### src/rtl/add_nibble_seq.sv
// add_nibble_seq: multi-cycle WIDTH-bit adder reusing one 4-bit ripple adder, one nibble per cycle
module add_4 (
  input  logic [3:0] a,
  input  logic [3:0] b,
  input  logic       ci,
  output logic [3:0] s,
  output logic       co
);
  logic [4:0] c;
  assign c[0] = ci;
  for (genvar i = 0; i < 4; i++) begin : g_fa
    assign s[i]   = a[i] ^ b[i] ^ c[i];
    assign c[i+1] = (a[i] & b[i]) | (c[i] & (a[i] ^ b[i]));
  end
  assign co = c[4];
endmodule

module add_nibble_seq #(
  parameter int WIDTH = 16
) (
  input  logic             clk,
  input  logic             rst_n,
  input  logic             in_valid,
  output logic             in_ready,
  input  logic [WIDTH-1:0] a,
  input  logic [WIDTH-1:0] b,
  input  logic             ci,
  output logic             out_valid,
  input  logic             out_ready,
  output logic [WIDTH-1:0] s,
  output logic             co,
  output logic             ovf,
  output logic             busy
);
  localparam int NIB = WIDTH / 4;
  localparam int IW = NIB > 1 ? $clog2(NIB) : 1;
  localparam logic [1:0] IDLE = 2'd0, RUN = 2'd1, DONE = 2'd2;
  if (WIDTH % 4 != 0 || WIDTH < 4) begin : g_bad_width
    $error("add_nibble_seq: WIDTH must be a multiple of 4 and at least 4");
  end
  logic [1:0] state;
  logic [WIDTH-1:0] a_reg, b_reg;
  logic carry;
  logic [IW-1:0] idx;
  logic [IW+1:0] sh;
  logic [3:0] a_nib, b_nib, nsum;
  logic ncarry, last;
  assign sh = {idx, 2'b00};
  assign a_nib = 4'(a_reg >> sh);
  assign b_nib = 4'(b_reg >> sh);
  assign last = idx == IW'(NIB - 1);
  assign in_ready = state == IDLE;
  assign out_valid = state == DONE;
  assign busy = state != IDLE;
  add_4 u_add (.a(a_nib), .b(b_nib), .ci(carry), .s(nsum), .co(ncarry));
  // accept operands, step one nibble per RUN cycle, hold the result until the consumer takes it
  always_ff @(posedge clk)
    if (!rst_n) begin
      state <= IDLE;
      a_reg <= '0;
      b_reg <= '0;
      carry <= 1'b0;
      idx <= '0;
      s <= '0;
      co <= 1'b0;
      ovf <= 1'b0;
    end else if (state == IDLE) begin
      if (in_valid) begin
        a_reg <= a;
        b_reg <= b;
        carry <= ci;
        idx <= '0;
        state <= RUN;
      end
    end else if (state == RUN) begin
      s <= (s & ~(WIDTH'(4'hf) << sh)) | (WIDTH'(nsum) << sh);
      carry <= ncarry;
      if (last) begin
        co <= ncarry;
        ovf <= (a_reg[WIDTH-1] == b_reg[WIDTH-1]) && (nsum[3] != a_reg[WIDTH-1]);
        state <= DONE;
      end else idx <= idx + IW'(1);
    end else if (out_ready) state <= IDLE;
endmodule

### config.mk
export PLATFORM = sky130hd
export DESIGN_NAME = add_nibble_seq
export DESIGN_NICKNAME = d
export VERILOG_FILES = /design/src/rtl/add_nibble_seq.sv
export SDC_FILE = /design/constraint.sdc
export NUM_CORES = 1
export LEC_CHECK = 0
export BUFFER_PORTS_ARGS = -buffer_cell sky130_fd_sc_hd__buf_2
export CAP_MARGIN = 5
export CORE_MARGIN = 4
export CORE_UTILIZATION = 57
export DETAILED_ROUTE_END_ITERATION = 12
export PLACE_DENSITY = 0.84
export SKIP_CTS_REPAIR_TIMING = 1
export SYNTH_ARGS = -nofsm -noshare
export SYNTH_HDL_FRONTEND = slang
export SYNTH_SLANG_ARGS = --single-unit
### constraint.sdc
create_clock -name clk -period 5.37 [get_ports clk]
set_input_delay 0.537 -clock clk [delete_from_list [all_inputs] [get_ports clk]]
set_output_delay 0.537 -clock clk [all_outputs]
set_load 0.02 [all_outputs]
### Word level (Yosys, flattened, before mapping)

Cells that the tools add are included.

| cells by class | value |
|---|---|
| reductions and logical operators | 11 |
| muxes and demuxes | 12 |
| eq/ne operators | 8 |
| add/sub/neg operators | 1 |
| bitwise logic cells | 24 |
| shifts and indexed selects | 4 |

Operators with widths:

| cell | count |
|---|---|
| $shr A16 B4 Y4 | 2 |
| $mux W2 | 9 |
| $and A16 B16 Y16 | 1 |
| $not A16 Y16 | 1 |
| $or A16 B16 Y16 | 1 |
| $shl A4 B4 Y16 | 1 |
| $shl A4 B4 Y16 const A | 1 |
| $reduce_and A3 Y1 | 3 |
| $and A1 B1 Y1 | 8 |
| $xor A1 B1 Y1 | 8 |
| $reduce_and A2 Y1 | 3 |
| $eq A2 B2 Y1 const B | 2 |
| $ne A2 B2 Y1 const B | 2 |
| $or A1 B1 Y1 | 4 |
| $reduce_bool A2 Y1 | 2 |
| $mux W1 | 3 |
| $ne A3 B3 Y1 const B | 1 |
| $reduce_bool A3 Y1 | 1 |
| $add A2 B1 Y2 const B | 1 |
| $eq A2 B1 Y1 const B | 1 |
| $logic_not A2 Y1 | 1 |
| $eq A1 B1 Y1 | 1 |
| $logic_and A1 B1 Y1 | 1 |
| $ne A1 B1 Y1 | 1 |
| $not A1 Y1 | 1 |

| word-level totals | value |
|---|---|
| input bits | 37 |
| logic and storage cells | 68 |
| output and inout bits | 21 |
| bits in registers | 55 |

### Logic depth before layout (Yosys ltp)

| logic depth | value |
|---|---|
| depth in word-level cells | 12 |
| mapped depth | 9 |
| mapped depth without buffers | 8 |

### By module

A second synthesis with hierarchy kept.

| second synthesis, totals | value |
|---|---|
| cell total of the unflattened synthesis | 276 |
| area, all modules | 2,518.7 sq um |

By module, submodules not included:

| module | area each (sq um) | seq. area each (sq um) | times used | cells each |
|---|---|---|---|---|
| add_nibble_seq | 2,401.1 | 1,101.1 | 1 | 262 |
| add_4 | 117.6 | 0.0 | 1 | 14 |

### Worst setup path before layout

OpenSTA, ideal clock, no wires.

| timing path | value |
|---|---|
| kind | reg-to-reg |
| start point | register idx[0] |
| end point | register ovf |
| path buffers | 1 |
| stages on the path, launching flop included | 10 |
| arrival | 3.167 ns |
| clock period less this slack | 3.288 ns |
| setup time | 0.121 ns |
| slack | 2.082 ns |
| data required time | 5.249 ns |
| cells stage by stage | dfxtp_1 > buf_4 > mux4_2 > fa_1 > fa_1 > fa_1 > fa_1 > and3b_1 > a21oi_1 > a21oi_1 |

| between the ends | value |
|---|---|
| longest elaborated chain between the ends | 11 |
| elaborated cells between the ends (all ways) | 20 |
| those cells by class | eq/ne: 2; shift: 2; bitwise: 14; reduce/logical: 2 |

Ends and longest elaborated chain:

| what | line | source |
|---|---|---|
| start, declared | 44 | `logic [IW-1:0] idx;` |
| start signal, assigned | 82 | `end else idx <= idx + IW'(1);` |
| $shr A16 B4 Y4, on equally long branches | 49, 50 |  |
| $xor A1 B1 Y1 | 13 | `assign c[i+1] = (a[i] & b[i]) \| (c[i] & (a[i] ^ b[i]));` |
| $and A1 B1 Y1 | 13 |  |
| $or A1 B1 Y1 | 13 |  |
| $and A1 B1 Y1 | 13 |  |
| $or A1 B1 Y1 | 13 |  |
| $and A1 B1 Y1 | 13 |  |
| $or A1 B1 Y1 | 13 |  |
| $xor A1 B1 Y1 | 12 | `assign s[i] = a[i] ^ b[i] ^ c[i];` |
| $ne A1 B1 Y1 | 80 | `ovf <= (a_reg[WIDTH-1] == b_reg[WIDTH-1]) && (nsum[3] != a_reg[WIDTH-1]);` |
| $logic_and A1 B1 Y1 | 80 |  |
| end signal, assigned | 80 |  |
| end, declared | 32 | `output logic ovf,` |

Several ways; a longest one is shown, not always the timed one.
A chain may end at the register's enable or synchronous reset.

### Worst setup path after layout

Same ends and word-level chain as after synthesis.

==> impl_metrics.csv <==
group,metric,value,unit
critical_path,worstPathArrival,3.84,ns
routing,remaining_drc_errors,0,
clock_tree,tritoncts,"built",
die,die_x,74.61,um
grt,grt_max_degree,62,
clock_tree,clock_sinks,55,
critical_path,startpoint_type,"flip-flop",
timing,setup_viol_count_final,0,
grt,track_usage,19.90,%
timing,fin_ws,1.714,ns
clock_tree,cts-root-buf,"clkbuf_8",
final_layout,diodes,0,
synth,yosys.area.top_type,"dfxtp_1",
die,io_pins,58,
final_layout,drive_above_1_share,29.35,%
routing,first_pass_iters,4,
routing,post_drt_wl_per_cell,14.05,um
die,rows,23,
critical_path,r2r-start,"idx[0]",
final_layout,area_delta_synth_final,12.42,%
final_layout,final_nets,354,
placement,port_buffers,57,
timing,maxSlewHeadroom,18.46,%
synth,synth_top_family_by_area,"simple AND/OR/NAND/NOR gates",
die,die-area,5566,um2
synth,yosysWarningCount,0,
placement,dp_hpwl,3512,um
critical_path,worstPathMaxFanout,14,
clock_tree,clk_pin_slew,0.10,ns
synth,synthesis.nets,309,
synth,synth-simple-area-share,19.59,%
die,chipHeight,74.61,um
flow_run,maxCapViolations,0,
power_and_ir_drop,irDropWorstVdd,0.0002089,V
timing,setup_tns,0,ns
critical_path,crit_start,"idx[0]",
synth,syn_inst,264,
timing,grt_setup_unrepaired,"no",
critical_path,crit_chain,"mux4_2 -> fa_1 -> fa_1 -> fa_1 -> fa_1 -> and3b_1 -> a21oi_1 -> a21oi_1",
synth,synth_compound_area_share,17.42,%
routing,via_per_inst,5.422,
synth,synth_edf_count,0,
grt,grt_pass1_wl,8473,um
placement,preCtsSetupSlack,1.747,ns
critical_path,path_class,"flip-flop to flip-flop",
placement,gp_congestion,0.7645,
timing,worstMarginPinSlew,1.222,ns
clock_tree,cts_buffers,5,
status,status,"completed",
critical_path,cp_common_cell,"fa_1",
power_and_ir_drop,p_leak,0.001193,uW
synth,syn_area_per_cell,9.578,um2
grt,grt_pass1_vias,1864,
final_layout,final_cell_mix,"nand2_1, buf_2, dfxtp_1",
clock_tree,htreeDepth,2,
critical_path,crit_slowest_cell,"dfxtp_1",
synth,synth_area_leaders,"dfxtp_1, nand2_1, mux4_2, a21boi_1, a21boi_2",
critical_path,max_stage_delay,0.78,ns
final_layout,fin_cells,360,
timing,hold_viol_final,0,
timing,fin_crit_sh,68.08,%
synth,synth-seq-cells,55,
synth,synth-xor-area-share,0,%
timing,drv_slew,0,
synth,yosys.area.top_type_share,43.54,%
timing,fin_skew,0.008639,ns
grt,grt_remaining_overflow,0,
routing,drt-total-wl,5057,um
timing,fin_crit,3.656,ns
clock_tree,cts_buffer_depth,2,
placement,placed_cells,352,
final_layout,mostFrequentLayoutCell,"nand2_1",
die,initial_core_util,61.02,%
power_and_ir_drop,power_density,291.5,nW/um2
routing,ant_nets,0,
clock_tree,insertion_delay,0.31,ns
critical_path,endpoint_kind,"flip-flop",
timing,fmax,273.5,MHz
synth,muxShareOfSynthArea,7.917,%
final_layout,fillCellCount,355,
min_path,hold_start,"a[0]",
synth,synth.distinct_cells,32,
die,coreArea,4144,um2
synth,async_flop_share,0,%
synth,synth_ff_type,"dfxtp_1",
routing,drtIter0Drc,151,
min_path,hp-class,"input port to flip-flop",
routing,vias,1952,
synth,ys_seq_area_share,43.54,%
grt,antenna_found_initial,0,
synth,synthAdderAreaFrac,5.146,%
synth,syn-cell-area,2529,um2
critical_path,required,5.56,ns
critical path, delay by kind of cell, from the launching register on:
kind                       cells  cell delay (ns)
AOI/OAI and AO/OA              2             0.18
adders and majority gates      4             1.77
DFF                            1             0.78
muxes                          1             0.60
and+or+nand+nor                1             0.19
kinds of logic (layout without fill, tap and decap cells):
kind of cell / Yosys count / after routing
AND/OR/NAND/NOR: 110 / 110
AO/OA/AOI/OAI: 58 / 58
flip-flops: 55 / 55
buffers and inverters: 23 / 69
multiplexers: 10 / 10
adder cells (fa/ha/maj): 8 / 8
per-layer routing:
| layer | GRT usage, % | vias up | share of wire [%] |
|---|---|---|---|
| met5 | 0 | - | 0 |
| met4 | 5.929 | 0 | 1.0 |
| met3 | 4.595 | 8 | 6.1 |
| met2 | 33.95 | 62 | 48 |
| met1 | 25.15 | 903 | 45 |
| li1 | - | 979 | - |
path summary, 6_finish.rpt:
kind         cells after the start  slack, ns        to
max                              8       1.71       ovf
min                              3       0.45  a_reg[0]
max reg2reg                      8       1.71       ovf
min reg2reg                      2       0.46  b_reg[9]
stage by stage:
| stage | total power [uW] | utilization, % | hold slack, ns | cell area, um2 |
|---|---|---|---|---|
| floorplan | 539.5 | - | 0.4319 | 2529 |
| global placement | 561.6 | 65.88 | 0.4435 | 2730 |
| detailed placement | 564.9 | 65.88 | 0.4462 | 2730 |
| CTS | 835.1 | 68.60 | 0.4453 | 2843 |
| global route | 863.0 | 68.60 | 0.4387 | 2843 |
| finish | 828.5 | 68.60 | 0.4512 | 2843 |
cells in the mapped netlist, drive strengths merged, types with 6 or more instances:
cell type  count
nand2         89
dfxtp         55
o22ai         18
a21boi        32
buf           13
mux4           8
clkbuf         6
power breakdown:
part	internal, uW	switching, uW
Sequential	428	17.4
Clock	139	134
Combinational	50.2	60.8
Total	617	212
cell type report:
| cell class | count | area [um2] | area share (%) |
|---|---|---|---|
| multi-input cells | 186 | 1266 | 44.54 |
| flip-flops and latches | 55 | 1101 | 38.73 |
| repair buffers | 57 | 285.3 | 10.04 |
| clock buffers | 5 | 68.82 | 2.421 |
| well taps | 50 | 62.56 | 2.201 |
| clock inverters | 3 | 43.79 | 1.540 |
| inverters | 4 | 15.01 | 0.5282 |
No activity file was read; power rests on OpenSTA's default activity.
